## src/rtl/pll_sup_pkg.sv

```systemverilog
// Shared types and constants for the PLL lock supervisor.
package pll_sup_pkg;

  typedef enum logic [1:0] {
    PLLRST = 2'd0,
    WAIT   = 2'd1,
    STABLE = 2'd2,
    RUN    = 2'd3
  } state_t;

  localparam int LOSS_CNT_W = 8;

  function automatic int max4(input int a, input int b, input int c, input int d);
    int m;
    m = a;
    if (b > m) m = b;
    if (c > m) m = c;
    if (d > m) m = d;
    return m;
  endfunction

endpackage

```

## src/rtl/sync2.sv

```systemverilog
// Two-flop synchronizer for a single asynchronous level input.
module sync2 (
  input  logic clk,
  input  logic rst_n,
  input  logic d,
  output logic q
);

  logic meta;

  always_ff @(posedge clk) begin
    if (!rst_n) begin
      meta <= 1'b0;
      q    <= 1'b0;
    end else begin
      meta <= d;
      q    <= meta;
    end
  end

endmodule

```

## src/rtl/pll_lock_supervisor.sv

```systemverilog
// PLL reset pulser, lock qualifier and core reset / ready sequencer.
//
// state  | meaning
// PLLRST | pll_rst asserted for PLL_RST_LEN cycles
// WAIT   | waiting for synchronized lock, re-pulse PLL on timeout
// STABLE | lock must hold LOCK_STABLE cycles before core release
// RUN    | core out of reset, ready after READY_DLY cycles
module pll_lock_supervisor
  import pll_sup_pkg::*;
#(
  parameter int PLL_RST_LEN  = 16,
  parameter int LOCK_TIMEOUT = 65536,
  parameter int LOCK_STABLE  = 1024,
  parameter int READY_DLY    = 5000
) (
  input  logic                  clk,
  input  logic                  rst_n,
  input  logic                  locked,
  input  logic                  btn_rst,
  output logic                  pll_rst,
  output logic                  rst_core_n,
  output logic                  ready,
  output logic [LOSS_CNT_W-1:0] lock_loss_cnt,
  output logic [1:0]            state
);

  localparam int CNT_W = $clog2(max4(PLL_RST_LEN, LOCK_TIMEOUT, LOCK_STABLE, READY_DLY)) + 1;

  localparam logic [CNT_W-1:0] RST_TC    = CNT_W'(PLL_RST_LEN - 1);
  localparam logic [CNT_W-1:0] TMO_TC    = CNT_W'(LOCK_TIMEOUT - 1);
  localparam logic [CNT_W-1:0] STABLE_TC = CNT_W'(LOCK_STABLE - 1);
  localparam logic [CNT_W-1:0] READY_TC  = CNT_W'(READY_DLY);

  logic                  locked_s;
  logic                  btn_s;
  state_t                state_q;
  state_t                state_d;
  logic [CNT_W-1:0]      cnt_q;
  logic [CNT_W-1:0]      cnt_d;
  logic [LOSS_CNT_W-1:0] loss_d;

  sync2 u_sync_locked (
    .clk   (clk),
    .rst_n (rst_n),
    .d     (locked),
    .q     (locked_s)
  );

  sync2 u_sync_btn (
    .clk   (clk),
    .rst_n (rst_n),
    .d     (btn_rst),
    .q     (btn_s)
  );

  always_comb begin
    state_d = state_q;
    cnt_d   = cnt_q + CNT_W'(1);
    loss_d  = lock_loss_cnt;
    case (state_q)
      PLLRST: begin
        if (cnt_q == RST_TC) state_d = WAIT;
      end
      WAIT: begin
        if (locked_s)              state_d = STABLE;
        else if (cnt_q == TMO_TC)  state_d = PLLRST;
      end
      STABLE: begin
        if (!locked_s)               state_d = WAIT;
        else if (cnt_q == STABLE_TC) state_d = RUN;
      end
      RUN: begin
        if (cnt_q == READY_TC) cnt_d = cnt_q;
        if (!locked_s) begin
          state_d = WAIT;
          if (lock_loss_cnt != '1) loss_d = lock_loss_cnt + LOSS_CNT_W'(1);
        end
      end
      default: state_d = PLLRST;
    endcase
    // Button overrides everything and holds the PLL pulse counter at zero.
    if (btn_s) begin
      state_d = PLLRST;
      loss_d  = lock_loss_cnt;
    end
    if (btn_s || (state_d != state_q)) cnt_d = '0;
  end

  // Outputs are registered from the next-state values so they switch with the state.
  always_ff @(posedge clk) begin
    if (!rst_n) begin
      state_q       <= PLLRST;
      cnt_q         <= '0;
      pll_rst       <= 1'b1;
      rst_core_n    <= 1'b0;
      ready         <= 1'b0;
      lock_loss_cnt <= '0;
    end else begin
      state_q       <= state_d;
      cnt_q         <= cnt_d;
      pll_rst       <= (state_d == PLLRST);
      rst_core_n    <= (state_d == RUN);
      ready         <= (state_d == RUN) && (cnt_d == READY_TC);
      lock_loss_cnt <= loss_d;
    end
  end

  assign state = state_q;

endmodule

```

## config.mk

```make
export PLATFORM = sky130hd
export DESIGN_NAME = pll_lock_supervisor
export DESIGN_NICKNAME = d
export VERILOG_FILES = /design/src/rtl/pll_sup_pkg.sv /design/src/rtl/sync2.sv /design/src/rtl/pll_lock_supervisor.sv
export SDC_FILE = /design/constraint.sdc
export NUM_CORES = 1
export LEC_CHECK = 0
export BUFFER_PORTS_ARGS = -buffer_cell sky130_fd_sc_hd__buf_2
export CAP_MARGIN = 10
export CELL_PAD_IN_SITES_DETAIL_PLACEMENT = 1
export CELL_PAD_IN_SITES_GLOBAL_PLACEMENT = 2
export CORE_MARGIN = 4
export CORE_UTILIZATION = 32
export CTS_CLUSTER_DIAMETER = 30
export CTS_CLUSTER_SIZE = 28
export DETAILED_ROUTE_END_ITERATION = 7
export PLACE_DENSITY_LB_ADDON = 0.1
export SLEW_MARGIN = 20
export SYNTH_ARGS = -nofsm -noshare
export SYNTH_HDL_FRONTEND = slang
export SYNTH_SLANG_ARGS = --single-unit
```

## constraint.sdc

```tcl
create_clock -name clk -period 2.96 [get_ports clk]
set_clock_uncertainty 0.05 [all_clocks]
set_input_delay 0.444 -clock clk [delete_from_list [all_inputs] [get_ports clk]]
set_output_delay 0.444 -clock clk [all_outputs]
set_load 0.1 [all_outputs]
```

# After elaboration in Yosys (flattened, before gate mapping)
# Index checks and enable logic that the tools add are counted.
# word_totals
n_memories	0
mem_bits_rw	0
output_inout_bits	13
latchBits	0
romBits	0
register_bits	34
in_bits	4
# op_classes
order_cmp	0
div_mod_pow	0
eq_ne	11
n_bitwise	2
shift	0
mul	0
reduce_logical	5
addsub	2
mux	11
# op_table
op	count
17-bit 2-to-1 mux	3
17-bit by 13-bit == test with 1-bit output (second input constant)	2
17-bit by 1-bit adder with 17-bit output (second input constant)	1
17-bit by 10-bit == test with 1-bit output (second input constant)	1
17-bit by 16-bit == test with 1-bit output (second input constant)	1
17-bit by 4-bit == test with 1-bit output (second input constant)	1
2-bit 2-to-1 mux	7
8-bit by 1-bit adder with 8-bit output (second input constant)	1
8-bit inequality test (second input constant)	1
2-bit case mux with 4 select lines	1
2-bit == test (second input constant)	3
2-bit logical NOT	2
4-bit AND reduction	1
2-bit by 1-bit == test with 1-bit output (second input constant)	1
2-bit inequality test	1
1-bit inverter	2
1-bit logical AND	1
1-bit logical OR	1

# Logic depth before layout (Yosys ltp)
# depth
word_depth	10
ltp_mapped	11

# By module
# Synthesis repeated with hierarchy kept, for this count alone.
# unflattened
hier_cells	215
area_unflattened_um2	1833.0
# by_module_without_submodules
module	area_each_um2	cells_each	n_inst
pll_lock_supervisor	1727.9	207	1
sync2	52.6	4	2

# Least setup slack after synthesis
# Ideal clock, no wire load.
# synth_path
path_kind	flip-flop to flip-flop
from	register cnt_q[1]
to	register cnt_q[16]
n_path_buf	1
setup_time_ns	0.130
path_stages_with_launch	12
required_ns	2.780
t_arrival_ns	2.664
setup_slack_ns	0.117
path_cell_list	dfxtp_1 ha_1 nand3_1 or4_1 nor3_1 ha_1 o21ai_0 mux2i_1 nand2b_1 clkbuf_1 o21bai_2 nor3b_1
# synth_via
elab_chain_len	8
elab_cells_between_ends	17
cone_classes	add/sub: 1; eq/ne: 5; mux: 10; reduce/logical: 1
# synth_rtl
element	line	text
start: declaration	pll_lock_supervisor.sv:38	logic [CNT_W-1:0] cnt_q;
start signal: assignment	pll_lock_supervisor.sv:100	cnt_q <= cnt_d;
17-bit by 10-bit == test with 1-bit output or 17-bit by 16-bit == test with 1-bit output (tied branches)	pll_lock_supervisor.sv:70, pll_lock_supervisor.sv:66	
2-bit 2-to-1 mux (on tied branches)	pll_lock_supervisor.sv:70, pll_lock_supervisor.sv:66	
2-bit 2-to-1 mux (on tied branches)	pll_lock_supervisor.sv:69, pll_lock_supervisor.sv:65	
2-bit case mux with 4 select lines	pll_lock_supervisor.sv:60	case (state_q)
2-bit 2-to-1 mux	pll_lock_supervisor.sv:82	if (btn_s) begin
2-bit inequality test	pll_lock_supervisor.sv:86	if (btn_s || (state_d != state_q)) cnt_d = '0;
1-bit logical OR	pll_lock_supervisor.sv:86	
17-bit 2-to-1 mux (*)	pll_lock_supervisor.sv:86	
# Mark *: on every way between the ends. The rest lies on a longest branch, timed or not.
# A chain may end at the register's enable or synchronous reset.

# Worst setup path in the final report
# layout_path
from	register cnt_q[0]
to	register cnt_q[5]
# Same word-level chain as after synthesis.

==> results.toml <==
[global_routing]
grt-ovfl-total = 0
grt_max_degree = 15
grt_pass1_wl_mm = 7.431
grt_pass1_vias = 1488
grt_use_total = 0.1432
grt_antenna_before_repair = 0

[cts]
h-tree-depth = 2
clock-root-buffer = "clkbuf_8"
cts_resized = 0
cts.sinks = 34
cts_buffers = 5
insertion_delay_ns = 0.28
clk_pin_slew_ns = 0.07
cts_tree = "yes"
cts_hold_buf = 0
cts_setup_buffers = 0
cts_max_path_buffers = 2

[synth]
synth_top_area_share = 0.3804
synthesis.nets = 209
yosysSeqAreaShare = 0.3804
synthDistinctLibCells = 47
synth_common_cells = "dfxtp_1 (34), nor2_1 (26), nand2_1 (17), xnor2_1 (14), and2_1 (10)"
yosys_warnings = 0
synth.avg_cell_area_um2 = 8.902
synth_area_leaders = "dfxtp_1 (38%), xnor2_1 (6.9%), nor2_1 (5.5%)"
synth_ff_type = "dfxtp_1"
ys_seq_elements = 34
syn_area_um2 = 1789
synth_top_area_cell = "dfxtp_1"
syn_inst = 201
async_reset_ff_frac = 0
synth.most_common_cell = "dfxtp_1"
synth-edff-count = 0

[sta]
rsz0062_at_grt = "false"
slew-limit-headroom = 0.6668
tightestPinTransition_ns = 0.5032
drv_slew = 0
setup_viol = 0
hold_viol_final = 0
fmax_ghz = 0.3693
finalWorstPathRequiredPeriod_ns = 2.708
setup_tns_ns = 0
fin_ws_ns = 0.2523
period_share = 0.9148

[worst_setup_path]
path_max_fanout = 9
required_ns = 3.07
worstSetupEndpointType = "flop"
rrSetupSlack_ns = 0.25
setup.worst_path.class = "reg2reg"
cp_slowest_cell = "or4_1"
timing.critical_path.to = "cnt_q[5]"
critPathMaxStageDelay_ns = 0.62
crit_start = "cnt_q[0]"
arrival_ns = 2.81
reg2reg_from = "cnt_q[0]"
r2r-end = "cnt_q[5]"
start_kind = "flop"
path_cells = "ha_2 -> nand3_1 -> or4_1 -> nor3_1 -> ha_1 -> o21ai_0 -> mux2i_1 -> nand2b_1 -> o21bai_2 -> nor2_1"
reg2reg_depth = 10

[floorplanning]
die_h_um = 82.78
coreArea_um2 = 5270
initial_core_util = 0.3395
placementRows = 26
die_w_um = 82.78
die_area_um2 = 6852
ios = 17

[drt]
first_iter_violations = 67
ant_nets = 0
vias = 1455
wl_per_cell_um = 14.71
via_per_inst = 5.017
first_pass_iters = 5
routed_wl_mm = 4.265
drc = 0

[place]
dpl.hpwl_mm = 3.320
post_dp_cell_area_um2 = 1911
port_buffers = 16
globalplace.congestion = 0.8104
place_ws_ns = 0.09109

[finish]
area_growth_pct = 12.17
final_util = 0.3808
n_antenna_cell = 0
nFillCells = 659
final_area_um2 = 2007
layout-drive-gt1-share = 0.1864
nets = 227

[min_path]
min_path_type = "in2reg"

[pwr]
peakVddDrop_mv = 0.2323
leakage_nw = 0.7691
power.total_uw = 855.7
p_per_area_nw_per_um2 = 426.4

[outcome]
status = "complete, no violations"

[job]
drv_cap = 0
-- critical path: cells and delay by family (launching register included) --
family | cells | cell delay, ns
DFF | 1 | 0.41
AOI/OAI and AO/OA | 2 | 0.32
muxes | 1 | 0.20
adders and majority gates | 2 | 0.43
and+or+nand+nor | 5 | 1.17
-- cells by family (layout without fill, tap and decap cells) --
kind of cell | count (synthesis) | after routing | synth area share
buffers and inverters | 15 | 34 | 0.05315
adders and majority gates | 4 | 4 | 0.02797
and+or+nand+nor | 101 | 101 | 0.3231
xor gates and xnor gates | 23 | 23 | 0.1126
muxes | 3 | 3 | 0.01678
DFF | 34 | 34 | 0.3804
AOI/OAI and AO/OA | 21 | 21 | 0.08602
-- cell usage in the layout, fill, tap and decap left out, types with 6 or more instances in the layout --
| master | Yosys | layout |
|---|---|---|
| xor2_1 | 9 | 9 |
| nand3_1 | 8 | 8 |
| dfxtp_1 | 34 | 32 |
| nand2_1 | 17 | 17 |
| and2_1 | 10 | 10 |
| buf_2 | 0 | 16 |
| xnor2_1 | 14 | 14 |
| clkbuf_8 | 3 | 6 |
| nor2_1 | 26 | 26 |
| inv_1 | 7 | 7 |
-- where the power goes --
| part | switching (mW) | total, mW | internal (mW) |
|---|---|---|---|
| Combinational | 0.0186 | 0.0327 | 0.0141 |
| Clock | 0.163 | 0.351 | 0.188 |
| Sequential | 0.00846 | 0.472 | 0.464 |
| Total | 0.190 | 0.856 | 0.665 |
-- sequential cells by signal, indices dropped and copies added (netlist names) --
| name | cells |
|---|---|
| u_sync_btn.meta | 1 |
| cnt_q | 17 |
| ready | 1 |
| u_sync_btn.q | 1 |
| lock_loss_cnt | 8 |
| pll_rst | 1 |
| u_sync_locked.q | 1 |
| state | 2 |
| rst_core_n | 1 |
| u_sync_locked.meta | 1 |
-- through the flow --
stage	hold WS, ns	std cells
6_report	0.3182	290
3_3_place_gp	0.3705	282
2_1_floorplan	0.3619	201
4_1_cts	0.3097	290
3_5_place_dp	0.3757	282
5_1_grt	0.3153	290
-- cell type report --
class	count	area, µm²	area share
Clock buffer	7	86.33	0.04302
Tap cell	70	87.58	0.04364
Timing Repair Buffer	19	102.6	0.05112
Clock inverter	1	5.005	0.002494
Multi-Input combinational cell	152	1016	0.5062
Sequential cell	34	683.2	0.3404
Inverter	7	26.28	0.01309
-- metal layers --
| layer | global-route usage | part of all wire |
|---|---|---|
| met1 | 0.1958 | 0.49 |
| met2 | 0.2284 | 0.47 |
| met3 | 0.02916 | 0.030 |
| met4 | 0.03922 | 0.0056 |
| met5 | 0 | 0 |
-- how the worst min path moves through the flow --
stage / start / to / slack, ns / cells past startpoint
3_5_place_dp: u_sync_btn.meta / u_sync_btn.q / 0.38 / 1
4_1_cts: btn_rst / u_sync_btn.meta / 0.31 / 2
6_report: btn_rst / u_sync_btn.meta / 0.32 / 2
3_3_place_gp: u_sync_locked.meta / u_sync_locked.q / 0.37 / 1
2_1_floorplan: u_sync_btn.meta / u_sync_btn.q / 0.36 / 1
5_1_grt: btn_rst / u_sync_btn.meta / 0.32 / 2
No activity file was read; power rests on OpenSTA's default activity.
